$ cat src/rtl/uart_pkg.sv
// Shared definitions for the UART receive path: FSM state encoding and
// small elaboration-time helpers for baud timing and counter sizing.
package uart_pkg;

   // Receiver FSM states; PARITY is only visited when parity is compiled in.
   typedef enum logic [2:0] {
      IDLE      = 3'd0,
      START     = 3'd1,
      DATA      = 3'd2,
      PARITY    = 3'd3,
      STOP      = 3'd4,
      WAIT_IDLE = 3'd5
   } uart_state_e;

   // Number of system clocks per serial bit (integer division).
   function automatic int clks_per_bit(input int clock_freq, input int baud_rate);
      return clock_freq / baud_rate;
   endfunction

   // Bits needed for a counter that must hold every value 0..max_value.
   function automatic int counter_width(input int max_value);
      return (max_value < 2) ? 1 : $clog2(max_value + 1);
   endfunction

endpackage

$ cat src/rtl/uart_sync_2ff.sv
// Two-flop synchroniser for a single asynchronous input. Resets to RESET_VAL
// so that an idle-high line does not look like activity coming out of reset.
module uart_sync_2ff #(
   parameter logic RESET_VAL = 1'b1
) (
   input  logic clk,
   input  logic rst,
   input  logic d,
   output logic q
);

   logic meta_q, meta_d;
   logic sync_q, sync_d;

   // The chain simply shifts the raw input through two stages.
   always_comb begin
      meta_d = d;
      sync_d = meta_q;
   end

   // Synchroniser registers, forced to the line's idle level on reset.
   always_ff @(posedge clk) begin
      if (rst) begin
         meta_q <= RESET_VAL;
         sync_q <= RESET_VAL;
      end else begin
         meta_q <= meta_d;
         sync_q <= sync_d;
      end
   end

   assign q = sync_q;

endmodule

$ cat src/rtl/uart_rx_stream.sv
// UART receiver presenting bytes on a valid/ready stream, with start-bit
// glitch rejection, framing/overrun detection and a saturating accepted-byte
// counter with a sticky done flag.
// Optional parity checking is enabled by defining UART_RX_PARITY_EN.
module uart_rx_stream
   import uart_pkg::*;
#(
   parameter int CLOCK_FREQ     = 100000000,
   parameter int BAUD_RATE      = 115200,
   parameter int DATA_BITS      = 8,
   parameter int EXPECTED_BYTES = 65536,
`ifdef UART_RX_PARITY_EN
   parameter int COUNT_W        = 32,
   parameter bit PARITY_ODD     = 1'b0
`else
   parameter int COUNT_W        = 32
`endif
) (
   input  logic                 clk,
   input  logic                 rst,
   input  logic                 rx,
   output logic [DATA_BITS-1:0] m_data,
   output logic                 m_valid,
   input  logic                 m_ready,
   output logic                 frame_err,
   output logic                 parity_err,
   output logic                 overrun_err,
   output logic                 busy,
   output logic [COUNT_W-1:0]   byte_count,
   output logic                 done
);

   localparam int CLKS_PER_BIT = clks_per_bit(CLOCK_FREQ, BAUD_RATE);
   localparam int CNT_W        = counter_width(CLKS_PER_BIT - 1);
   localparam int IDX_W        = counter_width(DATA_BITS);
   localparam logic [CNT_W-1:0]   BIT_RELOAD  = CNT_W'(CLKS_PER_BIT - 1);
   localparam logic [CNT_W-1:0]   HALF_RELOAD = CNT_W'(CLKS_PER_BIT / 2 - 1);
   localparam logic [COUNT_W-1:0] COUNT_MAX   = COUNT_W'(EXPECTED_BYTES);

   logic rx_s;

   uart_state_e            state_q, state_d;
   logic [CNT_W-1:0]       baud_cnt_q, baud_cnt_d;
   logic [IDX_W-1:0]       bit_idx_q, bit_idx_d;
   logic [DATA_BITS-1:0]   shift_q, shift_d;
   logic [DATA_BITS-1:0]   data_q, data_d;
   logic                   valid_q, valid_d;
   logic                   frame_err_q, frame_err_d;
   logic                   overrun_q, overrun_d;
   logic [COUNT_W-1:0]     count_q, count_d;
   logic                   done_q, done_d;
   logic                   frame_good;
   logic                   handshake;
`ifdef UART_RX_PARITY_EN
   logic                   parity_bad_q, parity_bad_d;
   logic                   parity_err_q, parity_err_d;
`endif

   uart_sync_2ff #(.RESET_VAL(1'b1)) u_rx_sync (
      .clk (clk),
      .rst (rst),
      .d   (rx),
      .q   (rx_s)
   );

   // Frame FSM: times each bit from the start edge and samples at bit centres.
   always_comb begin
      state_d     = state_q;
      baud_cnt_d  = baud_cnt_q;
      bit_idx_d   = bit_idx_q;
      shift_d     = shift_q;
      frame_good  = 1'b0;
      frame_err_d = 1'b0;
`ifdef UART_RX_PARITY_EN
      parity_bad_d = parity_bad_q;
      parity_err_d = 1'b0;
`endif
      case (state_q)
         IDLE: begin
            if (!rx_s) begin
               baud_cnt_d = HALF_RELOAD;
               state_d    = START;
            end
         end
         START: begin
            if (baud_cnt_q == '0) begin
               if (rx_s) begin
                  state_d = IDLE;
               end else begin
                  baud_cnt_d = BIT_RELOAD;
                  bit_idx_d  = '0;
                  state_d    = DATA;
               end
            end else begin
               baud_cnt_d = baud_cnt_q - 1'b1;
            end
         end
         DATA: begin
            if (baud_cnt_q == '0) begin
               for (int i = 0; i < DATA_BITS; i++) begin
                  if (bit_idx_q == IDX_W'(i)) shift_d[i] = rx_s;
               end
               baud_cnt_d = BIT_RELOAD;
               bit_idx_d  = bit_idx_q + 1'b1;
               if (bit_idx_q == IDX_W'(DATA_BITS - 1)) begin
`ifdef UART_RX_PARITY_EN
                  state_d = PARITY;
`else
                  state_d = STOP;
`endif
               end
            end else begin
               baud_cnt_d = baud_cnt_q - 1'b1;
            end
         end
`ifdef UART_RX_PARITY_EN
         PARITY: begin
            if (baud_cnt_q == '0) begin
               parity_bad_d = ((^shift_q) ^ rx_s) != PARITY_ODD;
               baud_cnt_d   = BIT_RELOAD;
               state_d      = STOP;
            end else begin
               baud_cnt_d = baud_cnt_q - 1'b1;
            end
         end
`endif
         STOP: begin
            if (baud_cnt_q == '0) begin
               state_d = rx_s ? IDLE : WAIT_IDLE;
`ifdef UART_RX_PARITY_EN
               if (parity_bad_q) begin
                  parity_err_d = 1'b1;
               end else
`endif
               if (!rx_s) begin
                  frame_err_d = 1'b1;
               end else begin
                  frame_good = 1'b1;
               end
            end else begin
               baud_cnt_d = baud_cnt_q - 1'b1;
            end
         end
         WAIT_IDLE: begin
            if (rx_s) state_d = IDLE;
         end
         default: state_d = IDLE;
      endcase
   end

   // Output stream: hold a word until consumed, flag overruns, count handshakes.
   always_comb begin
      handshake = valid_q & m_ready;
      data_d    = data_q;
      valid_d   = valid_q;
      overrun_d = 1'b0;
      count_d   = count_q;
      if (handshake) valid_d = 1'b0;
      if (frame_good) begin
         if (valid_q && !handshake) begin
            overrun_d = 1'b1;
         end else begin
            data_d  = shift_q;
            valid_d = 1'b1;
         end
      end
      if (handshake && (count_q != COUNT_MAX)) count_d = count_q + 1'b1;
      done_d = done_q | (count_d == COUNT_MAX);
   end

   // State register with synchronous reset; reset aborts any frame silently.
   always_ff @(posedge clk) begin
      if (rst) begin
         state_q     <= IDLE;
         baud_cnt_q  <= '0;
         bit_idx_q   <= '0;
         shift_q     <= '0;
         data_q      <= '0;
         valid_q     <= 1'b0;
         frame_err_q <= 1'b0;
         overrun_q   <= 1'b0;
         count_q     <= '0;
         done_q      <= 1'b0;
      end else begin
         state_q     <= state_d;
         baud_cnt_q  <= baud_cnt_d;
         bit_idx_q   <= bit_idx_d;
         shift_q     <= shift_d;
         data_q      <= data_d;
         valid_q     <= valid_d;
         frame_err_q <= frame_err_d;
         overrun_q   <= overrun_d;
         count_q     <= count_d;
         done_q      <= done_d;
      end
   end

`ifdef UART_RX_PARITY_EN
   // Parity verdict is carried to the stop bit, where the error is reported.
   always_ff @(posedge clk) begin
      if (rst) begin
         parity_bad_q <= 1'b0;
         parity_err_q <= 1'b0;
      end else begin
         parity_bad_q <= parity_bad_d;
         parity_err_q <= parity_err_d;
      end
   end

   assign parity_err = parity_err_q;
`else
   assign parity_err = 1'b0;
`endif

   assign m_data      = data_q;
   assign m_valid     = valid_q;
   assign frame_err   = frame_err_q;
   assign overrun_err = overrun_q;
   assign busy        = (state_q != IDLE);
   assign byte_count  = count_q;
   assign done        = done_q;

endmodule

$ cat config.mk
export PLATFORM = sky130hd
export DESIGN_NAME = uart_rx_stream
export DESIGN_NICKNAME = d
export VERILOG_FILES = /design/src/rtl/uart_pkg.sv /design/src/rtl/uart_sync_2ff.sv /design/src/rtl/uart_rx_stream.sv
export SDC_FILE = /design/constraint.sdc
export NUM_CORES = 1
export LEC_CHECK = 0
export BUFFER_PORTS_ARGS = -buffer_cell sky130_fd_sc_hd__buf_2
export CORE_MARGIN = 2
export CORE_UTILIZATION = 60
export CTS_BUF_LIST = sky130_fd_sc_hd__clkbuf_8
export CTS_CLUSTER_DIAMETER = 120
export DETAILED_ROUTE_END_ITERATION = 12
export PLACE_DENSITY = 0.82
export SLEW_MARGIN = 5
export SYNTH_ARGS = -nofsm -noshare
export SYNTH_HDL_FRONTEND = slang
export SYNTH_SLANG_ARGS = --single-unit
$ cat constraint.sdc
create_clock -name clk -period 2.65 [get_ports clk]
set_input_delay 0.1325 -clock clk [delete_from_list [all_inputs] [get_ports clk]]
set_output_delay 0.1325 -clock clk [all_outputs]
set_load 0.02 [all_outputs]
---- After elaboration in Yosys (flattened, before gate mapping) ----
Cells that the tools add are included.
cells by class
  add/subtract/negate cells ............... 3
  eq/ne operators ......................... 22
  multiplexer cells ....................... 28
  bitwise logic cells ..................... 6
  reduce and logical (&&, ||, !) cells .... 23
operators by type and width
  kind                                                   count
  2-to-1 mux 10 bit                                      5
  case mux 10 bit (4 select lines)                       1
  adder 32 x 1 -> 32 bit, second input constant          1
  equality test 32 x 17 -> 1 bit, second input constant  1
  2-to-1 mux 32 bit                                      1
  != test 32 x 17 -> 1 bit, second input constant        1
  AND reduction 3 bit                                    8
  2-to-1 mux 3 bit                                       7
  equality test 4 x 3 -> 1 bit, second input constant    4
  case mux 3 bit (5 select lines)                        1
  != test 2 bit, second input constant                   7
  2-to-1 mux 4 bit                                       3
  zero test 10 bit                                       1
  subtractor 10 x 1 -> 10 bit, second input constant     1
  equality test 4 x 2 -> 1 bit, second input constant    2
  2-to-1 mux 1 bit                                       8
  case mux 4 bit (2 select lines)                        1
  AND reduction 4 bit                                    2
  equality test 3 bit, second input constant             2
  AND reduction 6 bit                                    1
  adder 4 x 1 -> 4 bit, second input constant            1
  equality test 4 x 1 -> 1 bit, second input constant    1
  zero test 4 bit                                        1
  NOT 1 bit                                              4
  16 further kinds                                       17
word-level totals
  bits in registers ....................... 71
  output and inout port bits .............. 46
  word-level logic and storage cells ...... 101

---- Logic depth before layout (Yosys ltp) ----
Gate-level depths: netlist (run 1).
  word-level depth ........................ 5
  mapped depth ............................ 11
  gate-level depth less buffers ........... 9

---- Cells and area by module ----
Synthesis (run 1) repeated with hierarchy kept, for this count alone.
second synthesis, totals
  cell total of the unflattened synthesis .. 497
  area, all modules ....................... 3988.8 µm²
modules (own cells, without submodules)
  module          instances  cells each  area each (µm²)  seq. area each (µm²)
  uart_rx_stream  1          493         3936.3           1381.3
  uart_sync_2ff   1          4           52.6             40.0

---- Least setup slack after synthesis (run 1) ----
Ideal clock, no wire load.
  path kind ............................... flip-flop to flip-flop
  start point ............................. reg count_q[0], in the netlist byte_count[0]
  end point ............................... reg done_q, in the netlist done
  library setup time ...................... 0.088 ns
  arrival time ............................ 2.514 ns
  data required time ...................... 2.562 ns
  path slack .............................. 0.047 ns
  stages on the path, launching flop included .. 9
  path buffers ............................ 0
  clock period less this slack ............ 2.603 ns
  cells stage by stage .................... dfxtp_1 ha_1 nand4_1 nor2_1 nand4_1 or3_1 o31a_1 or4b_4 o32ai_2
on the way
  longest elaborated chain between the ends .. 5
  elaborated cells on any way between the ends .. 6
RTL lines
  item                                                            line                   source
  from (decl)                                                     uart_rx_stream.sv:50   logic [COUNT_W-1:0] count_q, count_d;
  from (signal assigned)                                          uart_rx_stream.sv:193  count_q <= count_d;
  branches (longest 2 deep; another with adder 32 x 1 -> 32 bit)  -
  2-to-1 mux 32 bit *                                             uart_rx_stream.sv:167  if (handshake && (count_q != COUNT_MAX)) count_d = count_q + 1'b1;
  equality test 32 x 17 -> 1 bit *                                uart_rx_stream.sv:168  done_d = done_q | (count_d == COUNT_MAX);
  bitwise OR 1 bit *                                              uart_rx_stream.sv:168
  to (signal assigned)                                            uart_rx_stream.sv:194  done_q <= done_d;
  to (decl)                                                       uart_rx_stream.sv:51   logic done_q, done_d;
Mark *: on every way between the ends.
A chain may end at the register's enable or synchronous reset.

---- Final worst setup path (run 1) ----
  start point ............................. reg count_q[8], in the netlist byte_count[8]
  end point ............................... reg done_q, in the netlist done
The elaborated chain is that of the path after synthesis.

==> metrics.md, run 1 <==
| Metric | Value |
|---|---|
| # DRC | 0 |
| Power per Cell Area | 523 nW/µm² |
| Routed WL | 10,300 µm |
| Area growth from synthesis to layout | 20.7% |
| Standard-cell rows | 29 |
| CTS max path bufs | 2 |
| Maximum VDD drop | 0.402 mV |
| Logic pwr share | 17.9% |
| Synth Warn # | 0 |
| Tot Pwr | 0.00254 W |
| Leakage | 1.96 nW |
| Number of library cell types mapped by synthesis | 61 |
| Fin. max-slew vios | 0 |
| CTS Root Buffer Type | clkbuf_8 |
| Worst rel slew slack | 55.9% |
| Setup ws final | 75.5 ps |
| Die area | 7380 µm² |
| Worst hold slack | 36.7 ps |
| Initial antenna violation count | 0 |
| CP Cell Sequence | nand4_4 -> or4_1 -> buf_4 -> nor4_1 -> xor2_1 -> nor4_1 -> nand4_1 -> o32ai_2 |
| Final Util | 75.7% |
| Place WS | -12.8 ps |
| CTS tree | built |
| DR vias/cell | 6.12 |
| Number of global-route vias before repair | 3,506 |
| WL/cell | 15.6 µm |
| Worst min-delay path category | primary input to flop |
| Fmax | 0.388 GHz |
| Yosys reg bits | 71 |
| Vias | 4,039 |
| Sink Count | 71 |
| Antenna diodes | 0 |
| Largest delay share family, worst path | simple AND/OR/NAND/NOR gates |
| Status | finished, final reports clean |
| Worst Tran Pin Value | 661 ps |
| CP peak stage delay | 580 ps |
| Flop pwr share | 45.1% |
| Routed Antenna Nets | 0 |
| H-tree levels | 3 |
| Layout cell share with drive strength beyond 1 | 25.4% |
| Input/output buffers | 48 |
| Crit path max-delay cell type | or4_1 |
| Max Cap Viol | 0 |
| Die W | 85.9 µm |
| Clk_lat worst skew | 360 ps |
| Fin. Hold Viols | 0 |
| Placed Cells | 636 |
| Critical Path Fanout Max | 7 |
| Post-synth top flop | dfxtp_1 |
| Mapped Avg Cell Area | 8.02 µm² |
| GRT overflow | 0 |
| Pin count of the biggest net entering global routing | 68 |
| Final setup fails | 0 |
| Worst EP arrival | 2840 ps |
| Commonest non-fill, non-tap cell in the layout | nor2_1 |
| RePlAce Congestion | 0.960 |
| Layout net count | 589 |
| Post-Layout Cell Count | 660 |
| DRT Pass-1 Iters | 5 |
| I/O Pins | 50 |
| Total GRT Usage | 27.7% |
| Minimum clock period | 2570 ps |
| Die height | 85.9 µm |
| First-pass GRT wire length | 16,400 µm |
| Sum of buffers and inverters on the critical path | 1 |
| Net Sw Frac | 28.3% |
| Ys async rst share | 0% |
| P_int | 0.00182 W |
| Iteration-0 DRC Markers | 255 |
| Clock skew | 6.41 ps |
| Sw power | 0.000721 W |
| Post-Syn Nets | 513 |
| RSZ-0062 raised after global routing | yes |
| EDFF count, synth | 0 |
| Final Cycle Share | 97.2% |
| Worst-path clk slew | 70 ps |
| Initial core utilization | 62.7% |
| Area of the core | 6420 µm² |
| Startpoint Class | flop |
| Req. time, crit path | 2920 ps |
| Gate Count Post-Synth | 502 |
| Final HPWL DP | 7220 µm |
| Clock buffer count from CTS | 9 |
| Commonest cells after routing, fill and taps aside | nor2_1, dfxtp_1, buf_4 |
| Post-Synthesis Cell Area | 4030 µm² |
| Crit end category | flop |
| Clock Power Share | 37.0% |
| Fraction of the yosys area taken by sequential cells | 35.3% |
| Most frequent CP cell | nor4_1 |
| Crit path kind | flop to flop |
==> metal layers <==
layer  routed length [µm]  track usage [%]  vias up
met5                    0                0        -
met4                  276             11.7        0
met3                  784             3.85       35
met2                 4700             43.3      204
met1                 4570             38.2     1855
li1                     -                -     1945
==> worst paths after layout <==
path / cells after the start / end / from / slack (ps)
worst min-delay path: 2 / byte_count[15]$_SDFF_PP0_ / rst / 40
worst max-delay path: 8 / done$_SDFF_PP0_ / byte_count[8]$_SDFF_PP0_ / 80
worst max register to register: 8 / done$_SDFF_PP0_ / byte_count[8]$_SDFF_PP0_ / 80
worst min register to register: 1 / u_rx_sync.q$_SDFF_PP1_ / u_rx_sync.meta_q$_SDFF_PP1_ / 410
==> timing repair <==
item	in CTS	in global routing
hold endpoints to repair	1	0
hold buffers	1	0
pin swaps	0	6
gates resized for setup	1	23
setup buffers	0	7
setup endpoints to repair	1	10
==> cells by family (layout without fill, tap and decap cells) <==
group,count (synthesis),in the layout,share of synthesized area (%)
DFF,71,71,35.3
buffers and inverters,50,131,5.90
adders and majority gates,7,7,2.18
muxes,13,13,3.29
AOI/OAI and AO/OA,89,89,14.0
and+or+nand+nor,241,241,32.7
other,1,1,0.0931
xor gates and xnor gates,30,30,6.53
==> worst register-to-register path, delay by kind of cell (launching register included) <==
family,cells,cell delay (ps)
AO/OA/AOI/OAI,1,230
AND/OR/NAND/NOR,5,1460
flip-flops,1,470
buffers and inverters,1,190
XOR/XNOR,1,140
==> power groups by stage <==
stage               registers [W]  clock network, W  logic (W)
floorplan                 0.00115                 0   0.000310
detailed placement        0.00117                 0   0.000391
finish                    0.00115          0.000943   0.000455
CTS                       0.00115          0.000946   0.000395
global route              0.00115          0.000995   0.000501
global placement          0.00117                 0   0.000381
==> state kept, by name, indices dropped and copies added (netlist names) <==
name,cells
byte_count,32
baud_cnt_q,10
m_data,8
shift_q,8
bit_idx_q,4
state_q,3
done,1
frame_err,1
m_valid,1
overrun_err,1
u_rx_sync.meta_q,1
u_rx_sync.q,1
==> metrics by stage <==
step                TNS [ps]  instance area (µm²)
floorplan                  0                 4030
global placement           0                 4510
detailed placement     -12.8                 4510
CTS                        0                 4740
global route           -28.4                 4860
finish                     0                 4860
==> Yosys cell counts (3+ instances only) <==
| cell type | instances | area (µm²) |
|---|---|---|
| nor2b_1 | 5 | 31.3 |
| mux2i_1 | 11 | 110 |
| a211oi_1 | 5 | 37.5 |
| and3_1 | 4 | 25.0 |
| dfxtp_1 | 71 | 1420 |
| xnor2_1 | 23 | 201 |
| nand4_1 | 18 | 113 |
| nand3b_1 | 3 | 22.5 |
| a32oi_1 | 3 | 26.3 |
| nor3_1 | 22 | 110 |
| buf_4 | 3 | 22.5 |
| a21oi_1 | 33 | 165 |
| or4_1 | 4 | 30.0 |
| or3_1 | 10 | 62.6 |
| inv_1 | 16 | 60.1 |
| nand2b_1 | 8 | 50.1 |
| buf_2 | 7 | 35.0 |
| nor4b_1 | 3 | 26.3 |
| nor4_1 | 13 | 81.3 |
| and2_1 | 4 | 25.0 |
| xor2_1 | 7 | 61.3 |
| buf_6 | 4 | 45.0 |
| nand2_1 | 40 | 150 |
| o21ai_0 | 25 | 125 |
| or4b_1 | 3 | 30.0 |
| nand3_1 | 21 | 105 |
| clkbuf_1 | 20 | 75.1 |
| nor2_1 | 66 | 248 |
| or2_2 | 3 | 18.8 |
| ha_1 | 7 | 87.6 |
==> area by class of cell <==
type                    count  area [µm²]
clock buffers               9         124
clock inverters             7        88.8
fillers                   487        1560
inverters                  16        60.1
multi-input cells         381        2430
flip-flops and latches     71        1430
well taps                  77        96.3
repair buffers             99         629
No activity file was read; power rests on OpenSTA's default activity.
==> run 2, diff against run 1 <==
--- a/config.mk
+++ b/config.mk
@@ -6,7 +6,7 @@
 export NUM_CORES = 1
 export LEC_CHECK = 0
 export BUFFER_PORTS_ARGS = -buffer_cell sky130_fd_sc_hd__buf_2
-export CORE_MARGIN = 2
+export CORE_MARGIN = 4
 export CORE_UTILIZATION = 60
 export CTS_BUF_LIST = sky130_fd_sc_hd__clkbuf_8
 export CTS_CLUSTER_DIAMETER = 120
==> metrics.md, run 2 (synthesis gave the netlist of run 1 again) <==
| Metric | Value |
|---|---|
| Fin. Hold Viols | 0 |
| Total GRT Usage | 24.8% |
| Largest delay share family, worst path | simple AND/OR/NAND/NOR gates |
| Fillers | 486 |
| Crit path kind | flop to flop |
| Number of global-route vias before repair | 3,507 |
| Maximum VDD drop | 0.456 mV |
| Worst min-delay path category | primary input to flop |
| Net Sw Frac | 31.7% |
| Sink Count | 71 |
| Worst-path clk slew | 90 ps |
| Area growth from synthesis to layout | 20.3% |
| DR vias/cell | 6.10 |
| Standard-cell rows | 29 |
| Placed Cells | 628 |
| Final Util | 75.4% |
| Worst hold slack | 141 ps |
| Iteration-0 DRC Markers | 284 |
| Clk_lat worst skew | 360 ps |
| Initial core utilization | 62.7% |
| Power per Cell Area | 499 nW/µm² |
| Worst Hold Launch | m_ready |
| Max Cap Viol | 0 |
| Req. time, crit path | 2920 ps |
| Layout net count | 585 |
| # DRC | 0 |
| Pin count of the biggest net entering global routing | 70 |
| WL/cell | 15.9 µm |
| Layout cell share with drive strength beyond 1 | 26.1% |
| I/O Pins | 50 |
| Sum of buffers and inverters on the critical path | 2 |
| Routed Antenna Nets | 0 |
| Post-Layout Cell Count | 656 |
| Clock buffer count from CTS | 9 |
| Setup ws final | -12.6 ps |
| P_int | 0.00165 W |
| Startpoint Class | flop |
| Crit. Startpoint | byte_count[1]$_SDFF_PP0_ |
| Area of the core | 6420 µm² |
| Clock skew | 9.18 ps |
| Die height | 89.9 µm |
| Worst Tran Pin Value | 703 ps |
| CP peak stage delay | 540 ps |
| Worst rel slew slack | 53.1% |
| Sw power | 0.000765 W |
| Input/output buffers | 48 |
| Critical Path Fanout Max | 5 |
| Largest register FFs | 32 |
| Final Cycle Share | 100% |
| Logic pwr share | 18.3% |
| Worst EP arrival | 2930 ps |
| Commonest cells after routing, fill and taps aside | nor2_1, dfxtp_1, buf_2 |
| Status | finished with violations |
| First-pass GRT wire length | 16,900 µm |
| CP Cell Sequence | inv_2 -> ha_4 -> nor4b_4 -> nand4_1 -> o31ai_4 -> buf_6 -> a21o_1 -> a32oi_1 -> or4b_4 -> o32ai_2 |
| Leakage | 1.93 nW |
| Final HPWL DP | 7080 µm |
| Design area | 4840 µm² |
| Placed inst area | 4450 µm² |
| GRT overflow | 0 |
| Failing checks | negative setup slack |
| Crit end category | flop |
| CTS Root Buffer Type | clkbuf_8 |
| Antenna diodes | 0 |
| Flop pwr share | 47.4% |
| Fin. max-slew vios | 0 |
| Final setup fails | 1 |
| DRT Pass-1 Iters | 5 |
| Crit path max-delay cell type | or4b_4 |
| CTS max path bufs | 2 |
| Routed WL | 10,400 µm |
| Die W | 89.9 µm |
| CTS tree | built |
| Worst R2R Start | byte_count[1]$_SDFF_PP0_ |
| Initial antenna violation count | 0 |
| H-tree levels | 3 |
| Fmax | 0.376 GHz |
| Die area | 8090 µm² |
| Vias | 3,999 |
| Minimum clock period | 2660 ps |
| RePlAce Congestion | 0.977 |
| Clock Power Share | 34.3% |
| Commonest non-fill, non-tap cell in the layout | nor2_1 |
run 2: worst register-to-register path: stages (launching register included):
cell and delay (ps):
dfxtp_4 370, inv_2 70, ha_4 110, nor4b_4 240
nand4_1 240, o31ai_4 450, buf_6 180, a21o_1 100
a32oi_1 70, or4b_4 540, o32ai_2 200
run 2: final cells by class:
type | instances | area, µm² | share of cell area, %
Clock buffer | 9 | 124 | 2.56
Clock inverter | 7 | 63.8 | 1.32
Timing Repair Buffer | 95 | 606 | 12.5
Multi-Input combinational cell | 381 | 2460 | 50.7
Sequential cell | 71 | 1440 | 29.6
Inverter | 16 | 60.1 | 1.24
Tap cell | 77 | 96.3 | 1.99
run 2: path summary, 6_finish.rpt:
kind | to | slack, ps | depth (start not counted)
setup / recovery | done$_SDFF_PP0_ | -10 | 10
hold / removal | overrun_err$_SDFF_PP0_ | 140 | 3
setup reg to reg | done$_SDFF_PP0_ | -10 | 10
hold reg to reg | u_rx_sync.q$_SDFF_PP1_ | 420 | 1
run 2: metrics by stage:
stage	total power, W	TNS [ps]	worst slack (ps)
after floorplan	0.00146	0	47.5
after global placement	0.00155	0	59.4
after detailed placement	0.00156	0	29.1
after CTS	0.00238	0	23.0
after global routing	0.00254	-98.5	-98.5
final	0.00241	-12.6	-12.6
run 2: routing by layer:
layer	GRT usage (%)	wire length, µm	part of all wire [%]	up-vias
met5	0	0	0	-
met4	7.53	222	2.1	0
met3	6.18	773	7.4	25
met2	38.3	4730	45	163
met1	34.4	4700	45	1868
li1	-	-	-	1943
run 2: timing repair:
item                                    in CTS  in global routing
pin swaps                                    0                 11
endpoints found under the setup margin       1                 16
hold buffers                                 2                  0
resized for setup                            3                 31
setup buffers                                0                 10
endpoints found under the hold margin        2                  0
cloned                                       0                  0
run 2: power by group through the flow:
stage	Clock, W	Combinational (W)	Sequential, W
floorplan	0	0.000310	0.00115
global placement	0	0.000382	0.00117
detailed placement	0	0.000391	0.00117
CTS	0.000844	0.000396	0.00114
global route	0.000893	0.000492	0.00115
finish	0.000829	0.000441	0.00114
